==> config.mk <==
export PLATFORM = sky130hd
export DESIGN_NAME = sc1602_scheduler
export DESIGN_NICKNAME = d
export VERILOG_FILES = /design/src/rtl/sc1602_pkg.sv /design/src/rtl/sc1602_sync2.sv /design/src/rtl/sc1602_scheduler.sv
export SDC_FILE = /design/constraint.sdc
export NUM_CORES = 1
export LEC_CHECK = 0
export CAP_MARGIN = 40
export CORE_AREA = 2 2 134 136
export DETAILED_ROUTE_END_ITERATION = 8
export DIE_AREA = 0 0 136 138
export GPL_TIMING_DRIVEN = 0
export PLACE_DENSITY = 0.75
export SYNTH_ARGS = -nofsm -noshare
export SYNTH_HDL_FRONTEND = slang
export SYNTH_HIERARCHICAL = 1
export SYNTH_SLANG_ARGS = --single-unit
==> constraint.sdc <==
create_clock -name sys_clk -period 6.05 [get_ports sys_clk]
set_input_delay 0.9075 -clock sys_clk [delete_from_list [all_inputs] [get_ports sys_clk]]
set_output_delay 0.9075 -clock sys_clk [all_outputs]
set_load 0.05 [all_outputs]
==> src/rtl/sc1602_pkg.sv <==
// Shared command codes, character constants and scheduler state type
// for the SC1602 LCD scheduler.
package sc1602_pkg;

  localparam logic [2:0] CMD_NOP     = 3'b000;
  localparam logic [2:0] CMD_SHIFT_L = 3'b010;
  localparam logic [2:0] CMD_SHIFT_R = 3'b011;

  localparam logic [7:0] CHAR_SPACE  = 8'h20;

  typedef enum logic {IDLE, ISSUE} sched_state_t;

endpackage

==> src/rtl/sc1602_sync2.sv <==
// Two-flop synchroniser for a single asynchronous level into the clk domain.
module sc1602_sync2 (
  input  logic clk,
  input  logic rst,
  input  logic d,
  output logic q
);

  logic r_meta;
  logic r_q;

  always_ff @(posedge clk or posedge rst) begin
    if (rst) begin
      r_meta <= 1'b0;
      r_q    <= 1'b0;
    end else begin
      r_meta <= d;
      r_q    <= r_meta;
    end
  end

  assign q = r_q;

endmodule

==> src/rtl/sc1602_scheduler.sv <==
// Character buffer, auto-scroll timer and command arbiter feeding the
// SC1602 4-bit LCD driver; fully synchronous to sys_clk.
module sc1602_scheduler
  import sc1602_pkg::*;
#(
  parameter int unsigned LINE_LEN     = 16,
  parameter int unsigned SHIFT_PERIOD = 13_500_000,
  parameter int unsigned ACK_TIMEOUT  = 1024
) (
  input  logic                        sys_clk,
  input  logic                        sys_rst,
  input  logic                        wr_en,
  input  logic [$clog2(LINE_LEN)-1:0] wr_addr,
  input  logic [7:0]                  wr_data,
  input  logic                        cmd_valid,
  input  logic [2:0]                  cmd,
  output logic                        cmd_ready,
  input  logic                        scroll_en,
  input  logic                        drv_ready,
  input  logic                        drv_drawing,
  output logic [7:0]                  drv_character,
  output logic [2:0]                  drv_command,
  output logic                        frame_done,
  output logic                        cmd_err
);

  localparam int unsigned AW  = $clog2(LINE_LEN);
  localparam int unsigned TW  = (SHIFT_PERIOD > 1) ? $clog2(SHIFT_PERIOD) : 1;
  localparam int unsigned TOW = (ACK_TIMEOUT > 1)  ? $clog2(ACK_TIMEOUT)  : 1;

  logic w_rdy_s;
  logic w_drw_s;
  logic w_fall;
  logic w_tick;
  logic w_accept;
  logic w_scroll_take;

  logic [7:0]     r_buf [LINE_LEN];
  logic [AW-1:0]  r_idx;
  logic           r_drw_d;
  logic           r_frame_done;
  logic [7:0]     r_char;
  logic [TW-1:0]  r_timer;
  logic           r_scroll_pending;
  sched_state_t   r_state;
  logic [2:0]     r_drv_command;
  logic           r_cmd_err;
  logic [TOW-1:0] r_to_cnt;

  sc1602_sync2 u_sync_rdy (
    .clk (sys_clk),
    .rst (sys_rst),
    .d   (drv_ready),
    .q   (w_rdy_s)
  );

  sc1602_sync2 u_sync_drw (
    .clk (sys_clk),
    .rst (sys_rst),
    .d   (drv_drawing),
    .q   (w_drw_s)
  );

  // Edge detector is built from two registers, so the pulse is glitch-free.
  assign w_fall = r_drw_d & ~w_drw_s;

  always_ff @(posedge sys_clk or posedge sys_rst) begin
    if (sys_rst) begin
      for (int unsigned i = 0; i < LINE_LEN; i++) r_buf[i] <= CHAR_SPACE;
    end else if (wr_en) begin
      r_buf[wr_addr] <= wr_data;
    end
  end

  always_ff @(posedge sys_clk or posedge sys_rst) begin
    if (sys_rst) begin
      r_drw_d      <= 1'b0;
      r_idx        <= '0;
      r_frame_done <= 1'b0;
      r_char       <= CHAR_SPACE;
    end else begin
      r_drw_d      <= w_drw_s;
      r_frame_done <= w_fall && (r_idx == AW'(LINE_LEN - 1));
      if (w_fall) r_idx <= r_idx + AW'(1);
      // Bypass so a write to the slot being read shows up next cycle.
      r_char <= (wr_en && (wr_addr == r_idx)) ? wr_data : r_buf[r_idx];
    end
  end

  assign w_tick = (r_timer == TW'(SHIFT_PERIOD - 1));

  always_ff @(posedge sys_clk or posedge sys_rst) begin
    if (sys_rst) begin
      r_timer          <= '0;
      r_scroll_pending <= 1'b0;
    end else begin
      r_timer <= w_tick ? '0 : r_timer + TW'(1);
      if (!scroll_en)         r_scroll_pending <= 1'b0;
      else if (w_tick)        r_scroll_pending <= 1'b1;
      else if (w_scroll_take) r_scroll_pending <= 1'b0;
    end
  end

  assign w_accept      = (r_state == IDLE) & cmd_valid & w_rdy_s;
  assign w_scroll_take = (r_state == IDLE) & ~cmd_valid & r_scroll_pending & w_rdy_s;

  always_ff @(posedge sys_clk or posedge sys_rst) begin
    if (sys_rst) begin
      r_state       <= IDLE;
      r_drv_command <= CMD_NOP;
      r_cmd_err     <= 1'b0;
      r_to_cnt      <= '0;
    end else begin
      r_cmd_err <= 1'b0;
      case (r_state)
        IDLE: begin
          r_to_cnt <= '0;
          if (w_accept) begin
            if (cmd != CMD_NOP) begin
              r_drv_command <= cmd;
              r_state       <= ISSUE;
            end
          end else if (w_scroll_take) begin
            r_drv_command <= CMD_SHIFT_L;
            r_state       <= ISSUE;
          end
        end
        ISSUE: begin
          if (!w_rdy_s) begin
            r_drv_command <= CMD_NOP;
            r_state       <= IDLE;
          end else if (r_to_cnt == TOW'(ACK_TIMEOUT - 1)) begin
            r_drv_command <= CMD_NOP;
            r_cmd_err     <= 1'b1;
            r_state       <= IDLE;
          end else begin
            r_to_cnt <= r_to_cnt + TOW'(1);
          end
        end
        default: begin
          r_drv_command <= CMD_NOP;
          r_state       <= IDLE;
        end
      endcase
    end
  end

  assign cmd_ready     = (r_state == IDLE) & w_rdy_s;
  assign drv_character = r_char;
  assign drv_command   = r_drv_command;
  assign frame_done    = r_frame_done;
  assign cmd_err       = r_cmd_err;

endmodule
== Yosys cells after proc, flatten, opt, wreduce, memory -nomap -nowiden ==
Index checks and enable logic that the tools add are counted.

* Register bits after elaboration: 186
* Bits of input ports: 22
* Output and inout bits: 14
* Word-level logic and storage cells: 93

* Add/subtract/negate cells: 3
* Magnitude comparators: 3
* Eq/ne operators: 10
* Multiplexer cells: 29
* Bitwise gates (word level): 12
* Reduce and logical (&&, ||, !) cells: 6

{| class="wikitable"
|+ Operator list
! kind !! number
|-
| $bwmux 128 || 1
|-
| $bmux 8 s4 || 1
|-
| $demux 8 s4 || 1
|-
| $mux 8 || 4
|-
| $add 24x1->24 const B || 1
|-
| $eq 24x24->1 const B || 1
|-
| $mux 24 || 1
|-
| $mux 10 || 2
|-
| $pmux 10 s2 || 1
|-
| $mux 3 || 5
|-
| $mux 1 || 11
|-
| $add 10x1->10 const B || 1
|-
| $eq 10x10->1 const B || 1
|-
| $ge 5x5->1 const B || 2
|-
| $not 4->5 || 2
|-
| $and 1x1->1 || 7
|-
| $ne 3x3->1 const B || 2
|-
| $pmux 3 s2 || 1
|-
| $lt 5x1->1 const B || 1
|-
| $add 4x1->4 const B || 1
|-
| $eq 4x4->1 || 1
|-
| $eq 4x4->1 const B || 1
|-
| $logic_and 1x1->1 || 3
|-
| $ne 3x1->1 const B || 1
|-
| 8 further kinds || 10
|}

== Logic depth before layout (Yosys ltp) ==
* Word-level depth: 7
* Mapped depth: 7
* Mapped depth without buffers: 5

== Modules after synthesis ==
The synthesis kept the hierarchy.

{| class="wikitable"
|+ Modules (own cells, without submodules)
! module !! times used !! cells each !! area an instance (um^2) !! sequential area each (um^2)
|-
| sc1602_scheduler || 1 || 641 || 8,353.0 || 4,575.6
|-
| sc1602_sync2 || 2 || 3 || 53.8 || 50.0
|}

== Worst setup path before layout ==
Ideal clock, no wire load.

* Path type: input-to-reg
* Start point: input port wr_addr[3]
* End point: register r_buf[100] (netlist name)
* Library setup time: 0.125 ns
* Arrival time: 2.023 ns
* Data required time: 5.925 ns
* Slack: 3.902 ns
* Stages on the path: 4
* Path buffers: 1
* Cell sequence: nor3b_1 -> nor2b_1 -> clkbuf_1 -> mux2_2

* Cells in the longest elaborated chain, start to end: 6
* Elaborated cells between the ends (all ways): 7
* Those cells by class: 2 x order compare; 3 x mux; 1 x bitwise; 1 x reduce/logical

{| class="wikitable"
|+ Ends and longest elaborated chain
! item !! RTL line !! RTL
|-
| start, declared || sc1602_scheduler.sv:13 || <nowiki>input logic [$clog2(LINE_LEN)-1:0] wr_addr,</nowiki>
|-
| $not 4->5 (not written as such) (*) || sc1602_scheduler.sv:71 || <nowiki>r_buf[wr_addr] <= wr_data;</nowiki>
|-
| $ge 5x5->1 (not written as such) or $lt 5x1->1 (tied branches) || sc1602_scheduler.sv:71 ||
|-
| $logic_and 1x1->1 (not written as such) || sc1602_scheduler.sv:71 ||
|-
| $mux 8 (not written as such) || sc1602_scheduler.sv:71 ||
|-
| $demux 8 s4 (*) || sc1602_scheduler.sv:71 ||
|-
| $bwmux 128 (*) || sc1602_scheduler.sv:71 ||
|-
| end signal, assigned by index || sc1602_scheduler.sv:71 ||
|-
| end, declared || sc1602_scheduler.sv:38 || <nowiki>logic [7:0] r_buf [LINE_LEN];</nowiki>
|}

Every way passes the cells marked *; elsewhere a longest branch is shown, timed or not.
A chain may end at the register's enable or synchronous reset.

== Worst setup path after layout ==
* Start point: register u_sync_rdy.r_q, in the netlist u_sync_rdy/q
* End point: output port cmd_ready

* Cells in the longest elaborated chain, start to end: 1

{| class="wikitable"
|+ Ends and longest elaborated chain
! item !! RTL line !! RTL
|-
| start, declared || sc1602_sync2.sv:10 || <nowiki>logic r_q;</nowiki>
|-
| start signal, assigned || sc1602_sync2.sv:18 || <nowiki>r_q <= r_meta;</nowiki>
|-
| $and 1x1->1 || sc1602_scheduler.sv:148 || <nowiki>assign cmd_ready = (r_state == IDLE) & w_rdy_s;</nowiki>
|-
| end, declared || sc1602_scheduler.sv:17 || <nowiki>output logic cmd_ready,</nowiki>
|}

No other way between the ends.

==> metrics.csv <==
metric;value;unit
ys_seq_area_share;55.3;%
rr_worst_depth;6;
synth_ff_type;dfrtp_1;
rsz0062_at_grt;no;
antennaDiodeCount;0;
num_rows;49;
core_area;17500;sq um
async_reset_ff_share;100;%
tightest_slew;0.933;ns
numCtsBuffers;17;
antenna_left;0;
cts_buffer_depth;2;
fin_skew;0.00878;ns
tritoncts;yes;
grt_max_degree;126;
cts-hold-fix-buffers;0;
post-cts-setup-buffers;0;
vdd_ir_drop_max;237;uV
startpoint_type;flop;
grt_overflow;0;
drtPass1Iterations;7;
first_iter_violations;353;
wl_met1;8050;microns
area_delta_synth_final;15.0;%
nets;728;
route.final.wire_length;18600;microns
synth_xor_area_share;2.28;%
synth_mux_area_share;25.6;%
synth_compound_area_share;5.24;%
h-tree-depth;4;
io_buffers;35;
ys_ff_latch;186;
drive_gt1_share;28.8;%
netlist_instances;647;
grt_pass1_wl;30800;microns
grt.total_usage;21.1;%
critPathKind;flop to output pin;
timing.final.crit_share;50.1;%
wl_met3;607;microns
drc;0;
dr_wl_met2;9580;microns
synth_edf_count;0;
vias_per_cell;5.89;
power.leakage;4.03;nW
final_cell_mix;dfrtp_1, mux2_2, clkdlybuf4s50_1;
hp-class;flop to flop;
worst_hold_slack;0.357;ns
slew_violations;0;
min_path_cells;0;
setup-violations-final;0;
final_util;55.5;%
final_common_cell;dfrtp_1;
synth_cell_types;50;
dieArea;18800;sq um
status;completed;
syn_area;8460;sq um
synth_top_family_by_area;multiplexers;
worst_ep_arrival_time;2.12;ns
hold_viol;0;
postCtsResizedCells;0;
synth_nets;672;
dieWidth;136;microns
required;5.14;ns
vias;5563;
cp_max_fo;6;
worstSetupEndpointType;output pin;
drt-wirelength-per-cell;19.7;microns
powerDensity;401;nW/um^2
io_pins;36;
dp_hpwl;12700;microns
fillers;1449;
slew_headroom;37.6;%
clk_latency;0.44;ns
dieHeight;138;microns
ys_warn_count;6;
grt_pass1_vias;5836;
max_freq;0.330;GHz
highest_layer;met4;
antenna_found_initial;0;
avgSynthCellArea;13.1;sq um
synthAdderAreaFrac;0.444;%
period_minus_slack;3.03;ns
cts_root_buffer;clkbuf_16;
cts.sinks;186;
routabilityCongestion;0.812;
yosys.area_share.simple;9.18;%
drv_cap;0;
clk_pin_slew;0.07;ns
start_util;48.3;%
stage by stage:
stage / std cells / worst slack, ns / power, mW / area [sq um] / TNS (ns)
final: 944 / 3.02 / 3.90 / 9730 / 0
after global placement: 911 / -1.69 / 2.76 / 9100 / -276.74
after CTS: 944 / 3.03 / 3.92 / 9730 / 0
after global routing: 944 / 2.91 / 4.08 / 9730 / 0
after detailed placement: 913 / 2.96 / 2.81 / 9140 / 0
after floorplan: 647 / 0.227 / 2.47 / 8460 / 0
logic make-up (layout without fill, tap and decap cells):
kind of cell	Yosys count	count (layout)
compound gates	68	68
xor+xnor	22	22
fa+ha+maj	3	3
buf+inv	43	111
flops	186	186
mux	180	180
simple gates	145	145
registers in the layout, summed over array words and instances, names as in the netlist, 3 cells and up:
| name | flops |
|---|---|
| r_buf | 128 |
| r_timer | 24 |
| r_to_cnt | 10 |
| drv_character | 8 |
| r_idx | 4 |
| drv_command | 3 |
cell type report:
cell class / instances / area [sq um] / area share [%]
Buffer: 32 / 129 / 1.32
Clock buffer: 22 / 474 / 4.87
Clock inverter: 9 / 114 / 1.17
Inverter: 11 / 48.8 / 0.502
Multi-Input combinational cell: 418 / 3610 / 37.2
Sequential cell: 186 / 4680 / 48.1
Tap cell: 229 / 287 / 2.95
Timing Repair Buffer: 37 / 385 / 3.96
power by group:
| part | internal (mW) | total (mW) | switching [mW] |
|---|---|---|---|
| combinational | 0.538 | 1.16 | 0.622 |
| sequential | 1.51 | 1.63 | 0.118 |
| clock | 0.640 | 1.11 | 0.472 |
| total | 2.69 | 3.90 | 1.21 |
synth_stat cells, drive strengths merged, types with 4 or more instances:
cell	number	share of area [%]
or4	6	0.53
nand3b	4	0.35
a21oi	13	0.77
nand3	18	1.1
dfstp	17	5.3
mux2i	34	4.0
inv	10	0.44
nand4	11	0.81
nor3	14	0.89
xnor2	13	1.3
nor2	29	1.3
dfrtp	169	50
mux4	16	4.3
nor2b	5	0.37
xor2	9	0.93
clkbuf	24	1.1
o21ai	9	0.53
nand2	23	1.0
and3	6	0.46
buf	8	0.46
o22ai	15	1.1
or3	10	0.74
a31oi	9	0.67
mux2	130	17
nand2b	7	0.52
a211oi	8	0.71
metal layers:
metal / up-vias / global-route usage [%]
met2: 130 / 35.2
met5: - / 0
met4: 0 / 6.41
met1: 2916 / 27.8
met3: 27 / 4.29
li1: 2490 / -
final timing paths:
kind	from	end	slack, ns
worst min register to register	u_sync_rdy/r_meta	u_sync_rdy/q	0.36
max in group asynchronous	sys_rst	r_timer[5]	4.22
min in group asynchronous	sys_rst	u_sync_rdy/r_meta	0.80
worst max register to register	r_idx[1]	drv_character[1]	3.50
worst min-delay path	u_sync_rdy/r_meta	u_sync_rdy/q	0.36
worst max-delay path	u_sync_rdy/q	cmd_ready	3.02
critical path: stages, from the launching register on:
cell	delay [ns]
dfrtp_1	0.44
inv_1	0.08
nor2_1	0.29
clkdlybuf4s50_1	0.87
Note: power is estimated with default switching activity, not from simulation.
